`src/rtl/figure_move_gen_seq.sv`:
```
// Sequential move generator for one chess figure: snapshots the board on start, examines one
// candidate square per cycle and returns a target mask, move count and error flag.
module figure_move_gen_seq #(
    parameter int N      = 8,
    parameter int CODE_W = 4
) (
    input  logic                   clk_i,
    input  logic                   rst_ni,
    input  logic                   start_i,
    input  logic [CODE_W-1:0]      selected_figure_i,
    input  logic [2*$clog2(N)-1:0] position_i,
    input  logic [N*N*CODE_W-1:0]  board_i,
    output logic                   busy_o,
    output logic                   done_o,
    output logic [N*N-1:0]         moves_o,
    output logic [2*$clog2(N):0]   move_cnt_o,
    output logic                   err_o
);

    localparam int CW    = $clog2(N);
    localparam int CNT_W = 2*CW + 1;
    localparam logic [CNT_W-1:0] CNT_MAX = CNT_W'(N*N - 1);

    localparam logic [2:0] K_P = 3'd0, K_R = 3'd1, K_N = 3'd2,
                           K_B = 3'd3, K_Q = 3'd4, K_K = 3'd5;
    localparam logic [2:0] D_M2 = 3'b110, D_M1 = 3'b111, D_0 = 3'b000,
                           D_P1 = 3'b001, D_P2 = 3'b010;

    typedef enum logic [1:0] {S_IDLE, S_SETUP, S_SCAN, S_FIN} state_t;

    state_t                        state_q;
    logic                          busy_q, done_q, err_q;
    logic [N*N-1:0]                moves_q;
    logic [CNT_W-1:0]              cnt_q;
    logic [N*N-1:0][CODE_W-1:0]    board_q;
    logic [CODE_W-1:0]             fig_q;
    logic [CW-1:0]                 org_r_q, org_c_q, cur_r_q, cur_c_q;
    logic [2:0]                    idx_q, last_q, kind_q;
    logic                          white_q, fwd1_ok_q;

    function automatic logic is_white(input logic [CODE_W-1:0] c);
        return (c >= CODE_W'(1)) && (c <= CODE_W'(6));
    endfunction

    function automatic logic is_black(input logic [CODE_W-1:0] c);
        return (c >= CODE_W'(7)) && (c <= CODE_W'(12));
    endfunction

    logic       fig_white, fig_valid;
    logic [2:0] fig_kind;

    always_comb begin
        fig_white = is_white(fig_q);
        fig_valid = is_white(fig_q) || is_black(fig_q);
        fig_kind  = K_P;
        case (fig_q)
            CODE_W'(2), CODE_W'(8):  fig_kind = K_R;
            CODE_W'(3), CODE_W'(9):  fig_kind = K_N;
            CODE_W'(4), CODE_W'(10): fig_kind = K_B;
            CODE_W'(5), CODE_W'(11): fig_kind = K_Q;
            CODE_W'(6), CODE_W'(12): fig_kind = K_K;
            default:                 fig_kind = K_P;
        endcase
    end

    // Step delta for the current candidate; kings share the slider direction table.
    logic [2:0] dr, dc;

    always_comb begin
        dr = D_0;
        dc = D_0;
        if (kind_q == K_P) begin
            dr = white_q ? D_M1 : D_P1;
            if (idx_q == 3'd1) dr = white_q ? D_M2 : D_P2;
            if (idx_q == 3'd2) dc = D_M1;
            if (idx_q == 3'd3) dc = D_P1;
        end else if (kind_q == K_N) begin
            case (idx_q)
                3'd0:    begin dr = D_M2; dc = D_P1; end
                3'd1:    begin dr = D_M1; dc = D_P2; end
                3'd2:    begin dr = D_P1; dc = D_P2; end
                3'd3:    begin dr = D_P2; dc = D_P1; end
                3'd4:    begin dr = D_P2; dc = D_M1; end
                3'd5:    begin dr = D_P1; dc = D_M2; end
                3'd6:    begin dr = D_M1; dc = D_M2; end
                default: begin dr = D_M2; dc = D_M1; end
            endcase
        end else begin
            case (idx_q)
                3'd0:    begin dr = D_M1; dc = D_0;  end
                3'd1:    begin dr = D_0;  dc = D_P1; end
                3'd2:    begin dr = D_P1; dc = D_0;  end
                3'd3:    begin dr = D_0;  dc = D_M1; end
                3'd4:    begin dr = D_M1; dc = D_P1; end
                3'd5:    begin dr = D_P1; dc = D_P1; end
                3'd6:    begin dr = D_P1; dc = D_M1; end
                default: begin dr = D_M1; dc = D_M1; end
            endcase
        end
    end

    // Two guard bits: a step that leaves 0..N-1 shows up as non-zero upper bits.
    logic [CW+1:0]     tr, tc;
    logic [2*CW-1:0]   tidx;
    logic [CODE_W-1:0] tsq;
    logic              on_board, t_empty, t_enemy, t_own, slider, mark;

    always_comb begin
        tr       = {2'b00, cur_r_q} + {{(CW-1){dr[2]}}, dr};
        tc       = {2'b00, cur_c_q} + {{(CW-1){dc[2]}}, dc};
        on_board = (tr[CW+1:CW] == 2'b00) && (tc[CW+1:CW] == 2'b00);
        tidx     = {tr[CW-1:0], tc[CW-1:0]};
        tsq      = board_q[tidx];
        t_empty  = (tsq == '0);
        t_enemy  = white_q ? is_black(tsq) : is_white(tsq);
        t_own    = !t_empty && !t_enemy;
        slider   = (kind_q == K_R) || (kind_q == K_B) || (kind_q == K_Q);
        mark     = on_board && !t_own;
        if (kind_q == K_P) begin
            case (idx_q)
                3'd0:    mark = on_board && t_empty;
                3'd1:    mark = on_board && t_empty && fwd1_ok_q &&
                                (org_r_q == (white_q ? CW'(N-2) : CW'(1)));
                default: mark = on_board && t_enemy;
            endcase
        end
    end

    always_ff @(posedge clk_i or negedge rst_ni) begin
        if (!rst_ni) begin
            state_q   <= S_IDLE;
            busy_q    <= 1'b0;
            done_q    <= 1'b0;
            err_q     <= 1'b0;
            moves_q   <= '0;
            cnt_q     <= '0;
            board_q   <= '0;
            fig_q     <= '0;
            org_r_q   <= '0;
            org_c_q   <= '0;
            cur_r_q   <= '0;
            cur_c_q   <= '0;
            idx_q     <= '0;
            last_q    <= '0;
            kind_q    <= K_P;
            white_q   <= 1'b0;
            fwd1_ok_q <= 1'b0;
        end else begin
            done_q <= 1'b0;
            case (state_q)
                S_IDLE: begin
                    if (start_i && !busy_q) begin
                        board_q <= board_i;
                        fig_q   <= selected_figure_i;
                        org_r_q <= position_i[2*CW-1:CW];
                        org_c_q <= position_i[CW-1:0];
                        moves_q <= '0;
                        cnt_q   <= '0;
                        err_q   <= 1'b0;
                        busy_q  <= 1'b1;
                        state_q <= S_SETUP;
                    end
                end
                S_SETUP: begin
                    cur_r_q   <= org_r_q;
                    cur_c_q   <= org_c_q;
                    kind_q    <= fig_kind;
                    white_q   <= fig_white;
                    fwd1_ok_q <= 1'b0;
                    idx_q     <= (fig_kind == K_B) ? 3'd4 : 3'd0;
                    last_q    <= (fig_kind == K_R || fig_kind == K_P) ? 3'd3 : 3'd7;
                    if (!fig_valid || board_q[{org_r_q, org_c_q}] != fig_q) begin
                        err_q   <= 1'b1;
                        state_q <= S_FIN;
                    end else begin
                        state_q <= S_SCAN;
                    end
                end
                S_SCAN: begin
                    if (mark) begin
                        moves_q[tidx] <= 1'b1;
                        if (cnt_q != CNT_MAX) cnt_q <= cnt_q + CNT_W'(1);
                    end
                    if (kind_q == K_P && idx_q == 3'd0) fwd1_ok_q <= on_board && t_empty;
                    if (slider && on_board && t_empty) begin
                        cur_r_q <= tr[CW-1:0];
                        cur_c_q <= tc[CW-1:0];
                    end else begin
                        cur_r_q <= org_r_q;
                        cur_c_q <= org_c_q;
                        if (idx_q == last_q) state_q <= S_FIN;
                        else                 idx_q   <= idx_q + 3'd1;
                    end
                end
                default: begin
                    done_q  <= 1'b1;
                    busy_q  <= 1'b0;
                    state_q <= S_IDLE;
                end
            endcase
        end
    end

    assign busy_o     = busy_q;
    assign done_o     = done_q;
    assign moves_o    = moves_q;
    assign move_cnt_o = cnt_q;
    assign err_o      = err_q;

endmodule
```
`config.mk`:
```
export PLATFORM = sky130hd
export DESIGN_NAME = figure_move_gen_seq
export DESIGN_NICKNAME = d
export VERILOG_FILES = /design/src/rtl/figure_move_gen_seq.sv
export SDC_FILE = /design/constraint.sdc
export NUM_CORES = 1
export LEC_CHECK = 0
export CORE_UTILIZATION = 55
export DETAILED_ROUTE_END_ITERATION = 16
export PLACE_DENSITY = 0.83
export SYNTH_ARGS = -nofsm -noshare
export SYNTH_HDL_FRONTEND = slang
export SYNTH_SLANG_ARGS = --single-unit
```
`constraint.sdc`:
```
create_clock -name clk_i -period 8.54 [get_ports clk_i]
set_input_delay 2.562 -clock clk_i [delete_from_list [all_inputs] [get_ports clk_i]]
set_output_delay 2.562 -clock clk_i [all_outputs]
set_load 0.005 [all_outputs]
```
Word-level counts from Yosys, hierarchy flattened
Memory sizes are Yosys's and may differ from the RTL's.
Index checks and enable logic that the tools add are counted.
{"block": "totals", "out_inout_bits": 74, "register_bits": 359, "n_memories": 1, "romBits": 48, "inputBits": 269}
{"block": "op_classes", "add_sub_neg": 4, "n_mux": 52, "n_bitwise": 2, "magnitude_cmp": 11, "n_eq_ne": 26, "n_reduce_logical": 56}
{"memory": "(no name shown)", "words": 16, "width": 3, "rd": 1, "rd_ports_with_merged_regs": 0, "write_ports": 0, "line": "56", "source": "case (fig_q)"}
{"op": "$mux 64", "n": 2}
{"op": "$pmux 64 s2", "n": 1}
{"op": "$or 64x64->64", "n": 1}
{"op": "$bmux 4 s6", "n": 2}
{"op": "$mux 3", "n": 16}
{"op": "$pmux 3 s2", "n": 5}
{"op": "$mux 7", "n": 3}
{"op": "$pmux 3 s3", "n": 2}
{"op": "$reduce_or 2->1", "n": 9}
{"op": "$logic_and 1x1->1", "n": 16}
{"op": "$ne 2x2->1 const B", "n": 8}
{"op": "$eq 3x2->1 const B", "n": 5}
{"op": "$lt 6x7->1 const B", "n": 2}
{"op": "$pmux 7 s2", "n": 1}
{"op": "$eq 3x3->1 const B", "n": 4}
{"op": "$reduce_and 3->1", "n": 4}
{"op": "$add 4x3->5", "n": 2}
{"op": "$eq 3x1->1 const B", "n": 3}
{"op": "$logic_not 3->1", "n": 3}
{"op": "$mux 1", "n": 9}
{"op": "$reduce_or 3->1", "n": 3}
{"op": "$ge 4x1->1 const B", "n": 2}
{"op": "$ge 4x3->1 const B", "n": 2}
{"op": "$le 4x3->1 const B", "n": 2}
{"op": "other kinds (22)", "n": 44}

Longest topological paths before layout
Gate-level depths: netlist of run 1.
{"block": "depth", "ltp_word": 18, "mapped_depth": 24}

Worst setup path before layout of run 1
OpenSTA, ideal clock, no wires.
{"block": "synth_path", "kind": "flip-flop to flip-flop", "startpoint": "register idx_q[2]", "endpoint": "register state_q[0]", "path_stages_with_launch": 21, "arrival_time_ps": 4922, "setup_slack_ps": 3514, "synth_period_minus_slack_ps": 5026, "cell_sequence": "dfrtp_1 > clkbuf_1 > inv_1 > ha_1 > or3_1 > o31ai_1 > inv_1 > fa_1 > buf_2 > buf_4 > clkbuf_4 > clkbuf_1 > o21ai_0 > a22o_1 > nor4_1 > nand4_2 > or3b_1 > or3_4 > o211ai_2 > mux2_1 > a221oi_1"}
{"block": "synth_between", "elab_chain_cells": 12, "elab_cells_between_ends": 42, "classes_between": "add/sub: 2; eq/ne: 9; mux: 13; reduce/logical: 18"}
{"item": "from (decl)", "line": "38", "source": "logic [2:0] idx_q, last_q, kind_q;"}
{"item": "from (signal assigned)", "line": "170", "source": "idx_q <= (fig_kind == K_B) ? 3'd4 : 3'd0;"}
{"item": "from (signal assigned)", "line": "192", "source": "else idx_q <= idx_q + 3'd1;"}
{"item": "$eq 3x1->1, or another cell as far along", "line": "74, 78, 89"}
{"item": "$reduce_or 3->1 (no line) / $reduce_or 2->1 (equally long branches)"}
{"item": "$pmux 3 s2 / $pmux 3 s3 (equally long branches)", "line": "89, 78"}
{"item": "$mux 3", "line": "77", "source": "end else if (kind_q == K_N) begin"}
{"item": "$mux 3", "line": "72", "source": "if (kind_q == K_P) begin"}
{"item": "$add 4x3->5 (on tied branches)", "line": "110, 109"}
{"item": "$bmux 4 s6 / $logic_not 2->1 (equally long branches)", "line": "113, 111"}
{"item": "$mux 4 (implied by the code) / $logic_and 1x1->1 (equally long branches)", "line": "113, 111"}
{"item": "$logic_not 4->1 / $logic_and 1x1->1 (equally long branches)", "line": "114, 185"}
{"item": "$logic_and 1x1->1", "line": "185", "source": "if (slider && on_board && t_empty) begin"}
{"item": "$ne 2x2->1 (no line)"}
{"item": "$reduce_and 3->1 (no line) *"}
{"item": "to (signal assigned)", "line": "131", "source": "state_q <= S_IDLE;"}
{"item": "to (signal assigned)", "line": "191", "source": "if (idx_q == last_q) state_q <= S_FIN;"}
{"item": "to (signal assigned)", "line": "198", "source": "state_q <= S_IDLE;"}
{"item": "to (decl)", "line": "31", "source": "state_t state_q;"}
Every way passes the cells marked *; elsewhere a longest branch is shown, timed or not. The select of a mux whose other input is x is not followed.
A chain may end at the register's enable or synchronous reset.

Final worst setup path of run 1
{"block": "layout_path", "startpoint": "register idx_q[0]", "endpoint": "register moves_q[62], in the netlist moves_o[62]"}
{"block": "layout_between", "elab_chain_cells": 18, "elab_cells_between_ends": 64, "classes_between": "add/sub: 2; order compare: 6; eq/ne: 7; mux: 20; bitwise: 1; reduce/logical: 28"}
{"item": "$eq 3x1->1, or another cell as far along"}
{"item": "$reduce_or 3->1 (no line) / $reduce_or 2->1 (equally long branches)"}
{"item": "$pmux 3 s2 / $pmux 3 s3 (equally long branches)", "line": "89, 78"}
{"item": "$mux 3", "line": "77"}
{"item": "$mux 3", "line": "72"}
{"item": "$add 4x3->5 (on tied branches)", "line": "110, 109"}
{"item": "$bmux 4 s6", "line": "113", "source": "tsq = board_q[tidx];"}
{"item": "$mux 4 (implied by the code)", "line": "113"}
{"item": "[2 not listed]"}
{"item": "$mux 1", "line": "115", "source": "t_enemy = white_q ? is_black(tsq) : is_white(tsq);"}
{"item": "$logic_not 1->1", "line": "116", "source": "t_own = !t_empty && !t_enemy;"}
{"item": "$logic_and 1x1->1", "line": "116"}
{"item": "$logic_not 1->1", "line": "118", "source": "mark = on_board && !t_own;"}
{"item": "$logic_and 1x1->1", "line": "118"}
{"item": "$mux 1", "line": "119", "source": "if (kind_q == K_P) begin"}
{"item": "$ne 2x2->1 (no line)"}
{"item": "$reduce_and 3->1 (no line)"}
{"item": "to (signal assigned)", "line": "135", "source": "moves_q <= '0;"}
{"item": "to (signal assigned)", "line": "157", "source": "moves_q <= '0;"}
{"item": "to (signal, indexed assignment)", "line": "181", "source": "moves_q[tidx] <= 1'b1;"}
{"item": "to (decl)", "line": "33", "source": "logic [N*N-1:0] moves_q;"}
Parallel ways exist; a longest one is shown, timed or not. The select of a mux whose other input is x is not followed.

==> impl_metrics.tcl, run 1 <==
set metrics [dict create \
    layout.area.seq_um2 8964 \
    synth.cell_area_um2 19240 \
    synth_async_sr_flop_share_pct 100.0 \
    cp_slowest_stage_delay_ns 1.04 \
    setup_buffers_after_cts 0 \
    synth_enable_flop_cells 0 \
    synth_cell_type_count 75 \
    max_slew.worst_pin.slew_ns 1.252 \
    sum_of_negative_setup_slack_ns 0 \
    ff2ff_setup_slack_ns 1.41 \
    critPathRequiredTime_ns 8.94 \
    fmaxAchievable_ghz 0.1403 \
    synth.avg_cell_area_um2 9.319 \
    grt_most_used_layer "met2" \
    final_net_count 2628 \
    yosys_top_cell_area_share_pct 46.55 \
    place_congestion 0.8939 \
    die_height_um 189.1 \
    final_min_period_over_clock_period_pct 83.43 \
    path_clk_slew_ns 0.06 \
    synthesis.yosys.warnings 0 \
    syn-num-nets 2359 \
    detail_route.first_pass.iterations 6 \
    critical_path_buf_inv_count 1 \
    synth_flop_cell "dfrtp_1" \
    cts_htree_levels 2 \
    critical_path.endpoint_type "register" \
    io_buffer_count 342 \
    syn_inst 2065 \
    met3_usage_pct 5.690 \
    timing.critical_path.from "idx_q[0]$_DFFE_PN0P_" \
    synthDominantAreaCellType "dfrtp_1" \
    post-route-min-period_ns 7.125 \
    post_cts_resize_count 0 \
    timing.critical_path.max_delay_family "simple AND/OR/NAND/NOR gates" \
    grtUsageMet2_pct 53.66 \
    cts_tree "yes" \
    globalRouteMet1Util_pct 46.98 \
    drive_gt1_share_pct 9.776 \
    synth.ff_latch_count 358 \
    startpoint_type "register" \
    rows 68 \
    first_global_vias 17039 \
    timing.rr.start "idx_q[0]$_DFFE_PN0P_" \
    dpl.hpwl_um 41850 \
    rsz0062_at_grt "no" \
    groute.usage.overall_pct 34.39 \
    flow.area_growth_from_synthesis_pct 25.51 \
    numClockSinks 358 \
    antenna-diode-count 0 \
    synth_area_leaders "dfrtp_1 47%, nand2_1 17%, mux4_2 13%, mux2i_1 3.4%, nor2_1 2.8%" \
    critical_path.cell_chain "inv_1 > ha_1 > nor2_1 > nand2_1 > a21boi_0 > o21ai_0 > ha_1 > xor2_4 > nor2_1 > a221oi_1 > a22oi_1 > nand3_1 > nor4b_2 > or3b_1 > o21ai_1 > a311o_2 > nand2_1 > o41ai_2" \
    antenna_left 0 \
    yosysMostFrequentCell "nand2_1" \
    grt_antenna_before_repair 0 \
    grt_first_pass_wirelength_um 95170 \
    initial_utilization_pct 55.85 \
    slew_headroom_pct 16.23 \
    most_instantiated_cells_after_synthesis "864 x nand2_1, 358 x dfrtp_1, 141 x nor2_1, 107 x mux4_2, 89 x clkbuf_1" \
    cts.path.max_buffers 3 \
    design.die.area_um2 35740 \
    criticalPathCategory "reg -> reg" \
    final_report_setup_violation_count 0 \
    drt_iter0_drc 2022 \
    fill_cells 2522 \
    globalRoute.totalOverflow 0 \
    vias 17040 \
    hold_viol 0 \
    critPathSlowestCell "nor2_1" \
    cts_hold_buf 0 \
    drt-vias-per-instance 6.047 \
    core_area_um2 34460 \
    clock_insertion_delay_worst_skew_ns 0.54 \
    pin_count_of_the_biggest_net_entering_global_routing 193 \
    ctsRootBufferMaster "clkbuf_16" \
    wire_per_inst_um 21.48 \
    io_pins 343 \
    critical_path_arrival_ns 7.53 \
    synth.yosys.seq_area_share_pct 46.55 \
    multiInputGateArea_um2 9600 \
    post-route-drc-count 0 \
    wirelength_um 60520 \
    maximum_fanout_count_along_the_critical_path 30 \
    final_max_slew_viol_count 0 \
    status "finished clean" \
    hp-class "reg -> reg" \
    worstHoldStart "board_q[40]$_DFFE_PN0P_" \
    tritoncts.num_buffers 39 \
    finalClockSkew_ns 0.02233 \
    die_extent_in_x_um 189.1 \
    cap_violations 0 \
]
## area by class of cell
cell class              count  share of cell area [%]
inverters                  25                  0.3885
multi-input cells        1548                   39.75
clock inverters            13                  0.6838
flip-flops and latches    358                   37.11
repair buffers            362                   14.97
clock buffers              57                   4.740
well taps                 455                   2.357
## worst paths after layout
check	to	cells after the start
worst max-delay path	moves_o[62]$_DFFE_PN0P_	18
worst min-delay path	board_q[40]$_DFFE_PN0P_	2
worst max register to register	moves_o[62]$_DFFE_PN0P_	18
worst min register to register	board_q[40]$_DFFE_PN0P_	2
max in group asynchronous	cur_c_q[2]$_DFFE_PN0N_	2
min in group asynchronous	board_q[2]$_DFFE_PN0P_	1
## sequential cells by signal (all words and copies together) (netlist names)
signal,cells
err_o,1
last_q,2
white_q,1
org_r_q,3
idx_q,3
cur_c_q,3
fwd1_ok_q,1
fig_q,4
cur_r_q,3
move_cnt_o,7
org_c_q,3
moves_o,64
state_q,2
board_q,256
kind_q,3
done_o,1
busy_o,1
## cells by family after synthesis
family	after synthesis	share of synthesized area, %
compound gates	213	7.744
simple gates	1123	23.34
flops	358	46.55
fa+ha+maj	25	1.704
mux	178	16.25
buf+inv	159	3.843
xor+xnor	9	0.5657
## layer usage
metal,vias up,share of wire [%]
li1,7546,-
met1,8304,39
met4,0,5.3
met5,-,0
met2,990,47
met3,200,9.0
## worst register-to-register path, cell delays in order, from the launching register on
cell and delay (ns):
dfrtp_1 0.45, inv_1 0.12, ha_1 0.32, nor2_1 0.20, nand2_1 0.07, a21boi_0 0.27
o21ai_0 0.29, ha_1 0.59, xor2_4 0.34, nor2_1 1.04, a221oi_1 0.36, a22oi_1 0.27
nand3_1 0.25, nor4b_2 0.34, or3b_1 0.43, o21ai_1 0.15, a311o_2 0.52, nand2_1 0.50
o41ai_2 0.51
## through the flow
stage / area (µm²) / cells / setup slack (ns) / hold slack, ns / utilization, %
after floorplan: 19240 / 2065 / 3.514 / 0.4520 / -
after global placement: 22840 / 2748 / 1.930 / 0.4749 / 66.29
after detailed placement: 22840 / 2748 / 1.681 / 0.4698 / 66.29
after CTS: 24150 / 2818 / 1.606 / 0.4968 / 70.09
after global routing: 24150 / 2818 / 1.111 / 0.5220 / 70.09
final: 24150 / 2818 / 1.415 / 0.4979 / 70.09
## cell usage in the layout, fill, tap and decap left out, drive strengths merged, types with 6 or more instances in the layout
cell           instances
clkdlybuf4s50        341
inv                   26
nand3                 23
mux2i                 66
clkbuf                57
o41ai                  9
buf                   21
dfrtp                358
nor2                 144
clkinv                 8
ha                    23
o21ai                 30
a221oi                12
nor4                   7
mux4                 107
a22oi                 19
and3                   9
a31oi                 39
nor2b                  8
nor3                  31
or3                    7
a2111oi                6
a21oi                 64
nand2                865
Power of run 1 is not shown: default switching activity piles up to over one toggle a cycle in this logic, so the estimate is an artifact.
==> run 2: changes to the inputs <==
--- a/config.mk
+++ b/config.mk
@@ -5,9 +5,9 @@
 export SDC_FILE = /design/constraint.sdc
 export NUM_CORES = 1
 export LEC_CHECK = 0
-export CORE_UTILIZATION = 55
+export CORE_UTILIZATION = 48
 export DETAILED_ROUTE_END_ITERATION = 16
-export PLACE_DENSITY = 0.83
+export PLACE_DENSITY = 0.77
 export SYNTH_ARGS = -nofsm -noshare
 export SYNTH_HDL_FRONTEND = slang
 export SYNTH_SLANG_ARGS = --single-unit
==> constraint.sdc (replaced) <==
create_clock -name clk_i -period 6.1 [get_ports clk_i]
set_input_delay 1.83 -clock clk_i [delete_from_list [all_inputs] [get_ports clk_i]]
set_output_delay 1.83 -clock clk_i [all_outputs]
set_load 0.005 [all_outputs]
==> run 2 against run 1 <==
Effect of this change:
- the flow now finishes with violations (max-slew violations)
- worst setup slack worse by 1.1 ns
- critical path depth up 4
- first-iteration DRC count down 4.3%
- fmax up 24%
- clock-buffer cell count down 3
- via count up 0.11%
- global-route usage down 4.4 points
- utilization down 7.3 points
- worst hold slack worse by 0.0079 ns
- flip-flop and latch count unchanged
- highest routed layer is now met5
==> impl_metrics.tcl, run 2 (same netlist as run 1, synthesis figures left out) <==
set metrics [dict create \
    layout_commonest_cell "nand2_1" \
    wire_per_inst_um 21.06 \
    cts.path.max_buffers 3 \
    max_flop_register "board_q" \
    numClockSinks 358 \
    core_area_um2 39100 \
    path_clk_slew_ns 0.06 \
    final_net_count 2663 \
    post_cts_resize_count 0 \
    hold_viol 0 \
    status "complete, but fails checks" \
    sum_of_negative_setup_slack_ns 0 \
    initial_utilization_pct 49.22 \
    detail_route.first_pass.iterations 6 \
    die_height_um 202.2 \
    critical_path.endpoint_type "register" \
    dp_slack_ns 0.1898 \
    clock_insertion_delay_worst_skew_ns 0.54 \
    startpoint_type "register" \
    antenna-diode-count 0 \
    critical_path_arrival_ns 6.18 \
    layout_common_cells "863 x nand2_1, 356 x dfrtp_1, 341 x clkdlybuf4s50_1, 140 x nor2_1, 107 x mux4_2" \
    crit_path_setup_slack_layout_ns 0.3406 \
    rsz0062_at_grt "no" \
    criticalPathCategory "reg -> reg" \
    vias 17059 \
    max_slew.worst_pin.slew_ns 1.619 \
    groute.usage.overall_pct 29.94 \
    finalClockSkew_ns 0.02434 \
    place_congestion 0.9139 \
    final_report_setup_violation_count 0 \
    wirelength_um 61370 \
    cts_tree "yes" \
    timing.critical_path.max_delay_family "compound AO/OA/AOI/OAI gates" \
    failing_checks "max-slew violations" \
    first_global_vias 16958 \
    globalRoute.totalOverflow 0 \
    maximum_fanout_count_along_the_critical_path 66 \
    final_min_period_over_clock_period_pct 94.42 \
    hp-class "reg -> reg" \
    rows 72 \
    io_buffer_count 342 \
    final_max_slew_viol_count 105 \
    antenna_left 0 \
    critPathRequiredTime_ns 6.52 \
    design.die.area_um2 40900 \
    flow.area_growth_from_synthesis_pct 27.52 \
    cts_htree_levels 2 \
    die_extent_in_x_um 202.2 \
    post-route-drc-count 0 \
    critical_path.cell_chain "inv_1 > ha_1 > nor2b_1 > o21ai_0 > a41oi_1 > ha_4 > inv_1 > fa_2 > xor2_4 > buf_4 > nor2_1 > buf_4 > a221oi_1 > a22oi_1 > and4_1 > nor4b_2 > or3b_1 > o21ai_1 > a311o_2 > buf_12 > and3_1 > a211o_1" \
    cp_slowest_stage_delay_ns 0.54 \
    drt-vias-per-instance 5.854 \
    dpl-instance-area_um2 23230 \
    slew_headroom_pct -7.927 \
    cts_hold_buf 0 \
    tritoncts.num_buffers 39 \
    setup_buffers_after_cts 0 \
    ctsRootBufferMaster "clkbuf_16" \
    cap_violations 0 \
    drt_iter0_drc 1936 \
    post-route-cell-area_um2 24540 \
    largest_register_ff_count 256 \
    fmaxAchievable_ghz 0.1736 \
    grt_antenna_before_repair 1 \
    critical_path_buf_inv_count 5 \
    pin_count_of_the_biggest_net_entering_global_routing 265 \
    post-route-min-period_ns 5.759 \
    io_pins 343 \
    grt_first_pass_wirelength_um 95410 \
    ff2ff_setup_slack_ns 0.34 \
    critPathSlowestCell "xor2_4" \
    drive_gt1_share_pct 11.10 \
    dpl.hpwl_um 43920 \
]
-- run 2: cell type report --
type	instances	area, µm²
Clock buffer	54	1082
Clock inverter	14	203.9
Fill cell	3157	14560
Inverter	25	93.84
Multi-Input combinational cell	1549	9625
Sequential cell	358	8964
Tap cell	518	648.1
Timing Repair Buffer	396	3921
-- run 2: routing by layer --
layer  routed length (µm)  vias to the layer above  track usage [%]
met5                   11                        -                0
met2                29140                      908            48.20
met1                24750                     8359            41.52
met4                 2349                        2            10.23
li1                     -                     7626                -
met3                 5115                      164            4.708
-- run 2: worst reg2reg max path: stages (launching register included) --
cell      delay, ns
dfrtp_1        0.45
inv_1          0.14
ha_1           0.26
nor2b_1        0.24
o21ai_0        0.11
a41oi_1        0.30
ha_4           0.18
inv_1          0.05
fa_2           0.50
xor2_4         0.55
buf_4          0.29
nor2_1         0.08
buf_4          0.17
a221oi_1       0.33
a22oi_1        0.20
and4_1         0.25
nor4b_2        0.18
or3b_1         0.25
o21ai_1        0.09
a311o_2        0.38
buf_12         0.21
and3_1         0.24
a211o_1        0.22
-- run 2: stage by stage --
step	instances	hold slack (ns)	util, %
2_1_floorplan	2065	0.4520	-
3_3_place_gp	2845	0.4668	59.41
3_5_place_dp	2845	0.4812	59.41
4_1_cts	2913	0.4903	62.70
5_1_grt	2914	0.5137	62.76
6_report	2914	0.4900	62.76
-- run 2: path summary, 6_finish.rpt --
path	cells after the start	to	startpoint
min in group asynchronous	1	board_q[163]$_DFFE_PN0P_	rst_ni
worst min register to register	2	moves_o[14]$_DFFE_PN0P_	moves_o[14]$_DFFE_PN0P_
worst max register to register	22	move_cnt_o[0]$_DFFE_PN0P_	idx_q[0]$_DFFE_PN0P_
worst min-delay path	2	moves_o[14]$_DFFE_PN0P_	moves_o[14]$_DFFE_PN0P_
worst max-delay path	22	move_cnt_o[0]$_DFFE_PN0P_	idx_q[0]$_DFFE_PN0P_
max in group asynchronous	2	board_q[8]$_DFFE_PN0P_	rst_ni
Power of run 2 is left out for the same reason.
==> run 3: changes to the inputs <==
--- a/config.mk
+++ b/config.mk
@@ -7,7 +7,7 @@
 export LEC_CHECK = 0
 export CORE_UTILIZATION = 48
 export DETAILED_ROUTE_END_ITERATION = 16
-export PLACE_DENSITY = 0.77
+export PLACE_DENSITY = 0.89
 export SYNTH_ARGS = -nofsm -noshare
 export SYNTH_HDL_FRONTEND = slang
 export SYNTH_SLANG_ARGS = --single-unit
==> run 3 against run 2 <==
Effect of this change:
- the run now ends clean
- clock skew decreased by 0.0018 ns
- cell count decreased by 0.31%
- flip-flop and latch count unchanged
- non-clock buffer count decreased by 11
- die area unchanged
- worst setup slack improved by 0.064 ns
- utilization about the same
- final area about the same
- wire length increased by 3.7%
- global-route usage increased by 1.4 points
==> impl_metrics.tcl, run 3 (same netlist as run 1, synthesis figures left out) <==
set metrics [dict create \
    numClockSinks 358 \
    drt_iter0_drc 1992 \
    finalClockSkew_ns 0.02258 \
    critPathRequiredTime_ns 6.53 \
    antenna-diode-count 0 \
    layout_common_cells "863 x nand2_1, 356 x dfrtp_1, 341 x clkdlybuf4s50_1, 140 x nor2_1, 107 x mux4_2" \
    flow.area_growth_from_synthesis_pct 27.59 \
    final_min_period_over_clock_period_pct 93.36 \
    startpoint_type "register" \
    clock_insertion_delay_worst_skew_ns 0.55 \
    critical_path.endpoint_type "register" \
    wirelength_um 63640 \
    final_cell_count_no_fill 2905 \
    io_pins 343 \
    drt-vias-per-instance 5.993 \
    max_flop_register "board_q" \
    final_report_setup_violation_count 0 \
    path_clk_slew_ns 0.06 \
    ctsRootBufferMaster "clkbuf_16" \
    criticalPathCategory "reg -> reg" \
    die_height_um 202.2 \
    final_max_slew_viol_count 0 \
    largest_register_ff_count 256 \
    die_extent_in_x_um 202.2 \
    final_net_count 2652 \
    initial_utilization_pct 49.22 \
    hold_viol 0 \
    pin_count_of_the_biggest_net_entering_global_routing 265 \
    design.die.area_um2 40900 \
    grt_first_pass_wirelength_um 99880 \
    io_buffer_count 342 \
    detail_route.first_pass.iterations 8 \
    drive_gt1_share_pct 10.81 \
    core_area_um2 39100 \
    post-route-min-period_ns 5.695 \
    max_slew.worst_pin.slew_ns 1.488 \
    dp_slack_ns 0.08500 \
    globalRoute.totalOverflow 0 \
    tritoncts.num_buffers 39 \
    cts_tree "yes" \
    critical_path_arrival_ns 6.13 \
    dpl.hpwl_um 45430 \
    layout.core_utilization_pct 62.80 \
    post-route-drc-count 0 \
    groute.usage.overall_pct 31.38 \
    antenna_left 0 \
    hp-class "reg -> reg" \
    cap_violations 0 \
    maximum_fanout_count_along_the_critical_path 12 \
    vias 17409 \
    place_congestion 0.9320 \
    status "finished clean" \
    crit_path_setup_slack_layout_ns 0.4050 \
    dp_cells 2831 \
    rows 72 \
    fmaxAchievable_ghz 0.1756 \
    slew_headroom_pct 0.8065 \
    cts_htree_levels 2 \
    first_global_vias 17679 \
    sum_of_negative_setup_slack_ns 0 \
    rsz0062_at_grt "no" \
    cts_hold_buf 0 \
    wire_per_inst_um 21.91 \
    grt_antenna_before_repair 1 \
    cts.path.max_buffers 3 \
    layout_commonest_cell "nand2_1" \
]
==> run 3: cell count changes in the layout (fill, tap and decap cells not counted), sizes merged <==
cell      previous run  this run
clkinvlp             2         0
bufinv               5         6
clkbuf              54        56
buf                 55        44
clkinv               6         7
==> run 3: per-layer routing <==
metal / global-route usage (%) / part of all wire [%] / up-vias
li1: - / - / 7604
met1: 41.10 / 38 / 8515
met2: 50.34 / 47 / 1086
met3: 6.724 / 9.9 / 202
met4: 14.07 / 4.8 / 2
met5: 0 / 0.014 / -
==> run 3: critical path, stage by stage, from the launching register on <==
cell and delay [ns]:
dfrtp_1 0.45, inv_1 0.14, ha_1 0.29, nor2b_2 0.25, o21ai_0 0.10, a41oi_1 0.31, ha_4 0.18, inv_1 0.05
fa_2 0.49, xor2_4 0.53, buf_4 0.21, mux2i_1 0.19, nor3_1 0.06, or3_1 0.31, nor4_1 0.34, nand4_2 0.20
nand2b_1 0.18, a2111oi_0 0.36, a311o_2 0.30, nand2_2 0.25, o41ai_2 0.37
==> run 3: path summary, 6_finish.rpt <==
path                                         startpoint                       end  slack [ns]  depth (start not counted)
min in group asynchronous                        rst_ni  board_q[105]$_DFFE_PN0P_        1.37                          1
worst min-delay path            board_q[22]$_DFFE_PN0P_   board_q[22]$_DFFE_PN0P_        0.49                          2
max in group asynchronous                        rst_ni    state_q[0]$_DFFE_PN0P_        3.31                          2
worst min register to register  board_q[22]$_DFFE_PN0P_   board_q[22]$_DFFE_PN0P_        0.49                          2
worst max register to register     idx_q[0]$_DFFE_PN0P_   moves_o[38]$_DFFE_PN0P_        0.41                         20
worst max-delay path               idx_q[0]$_DFFE_PN0P_   moves_o[38]$_DFFE_PN0P_        0.41                         20
==> run 3: cell type report <==
cell class	instances	area, µm²
fillers	3026	14550
multi-input cells	1549	9632
flip-flops and latches	358	8966
repair buffers	385	3842
clock buffers	56	1131
well taps	518	648.1
clock inverters	14	239.0
inverters	25	93.84
==> run 3: per-stage QoR <==
step,instance area [µm²],hold slack (ns)
final,24550,0.4938
after global routing,24550,0.5134
after CTS,24490,0.4955
after detailed placement,23120,0.4814
after global placement,23120,0.4716
after floorplan,19240,0.4520
==> run 3: what timing repair did <==
item | in CTS | in global routing
gates resized for setup | 0 | 7
setup endpoints to repair | 0 | 81
buffers inserted | 0 | 3
Power of run 3 is left out for the same reason.
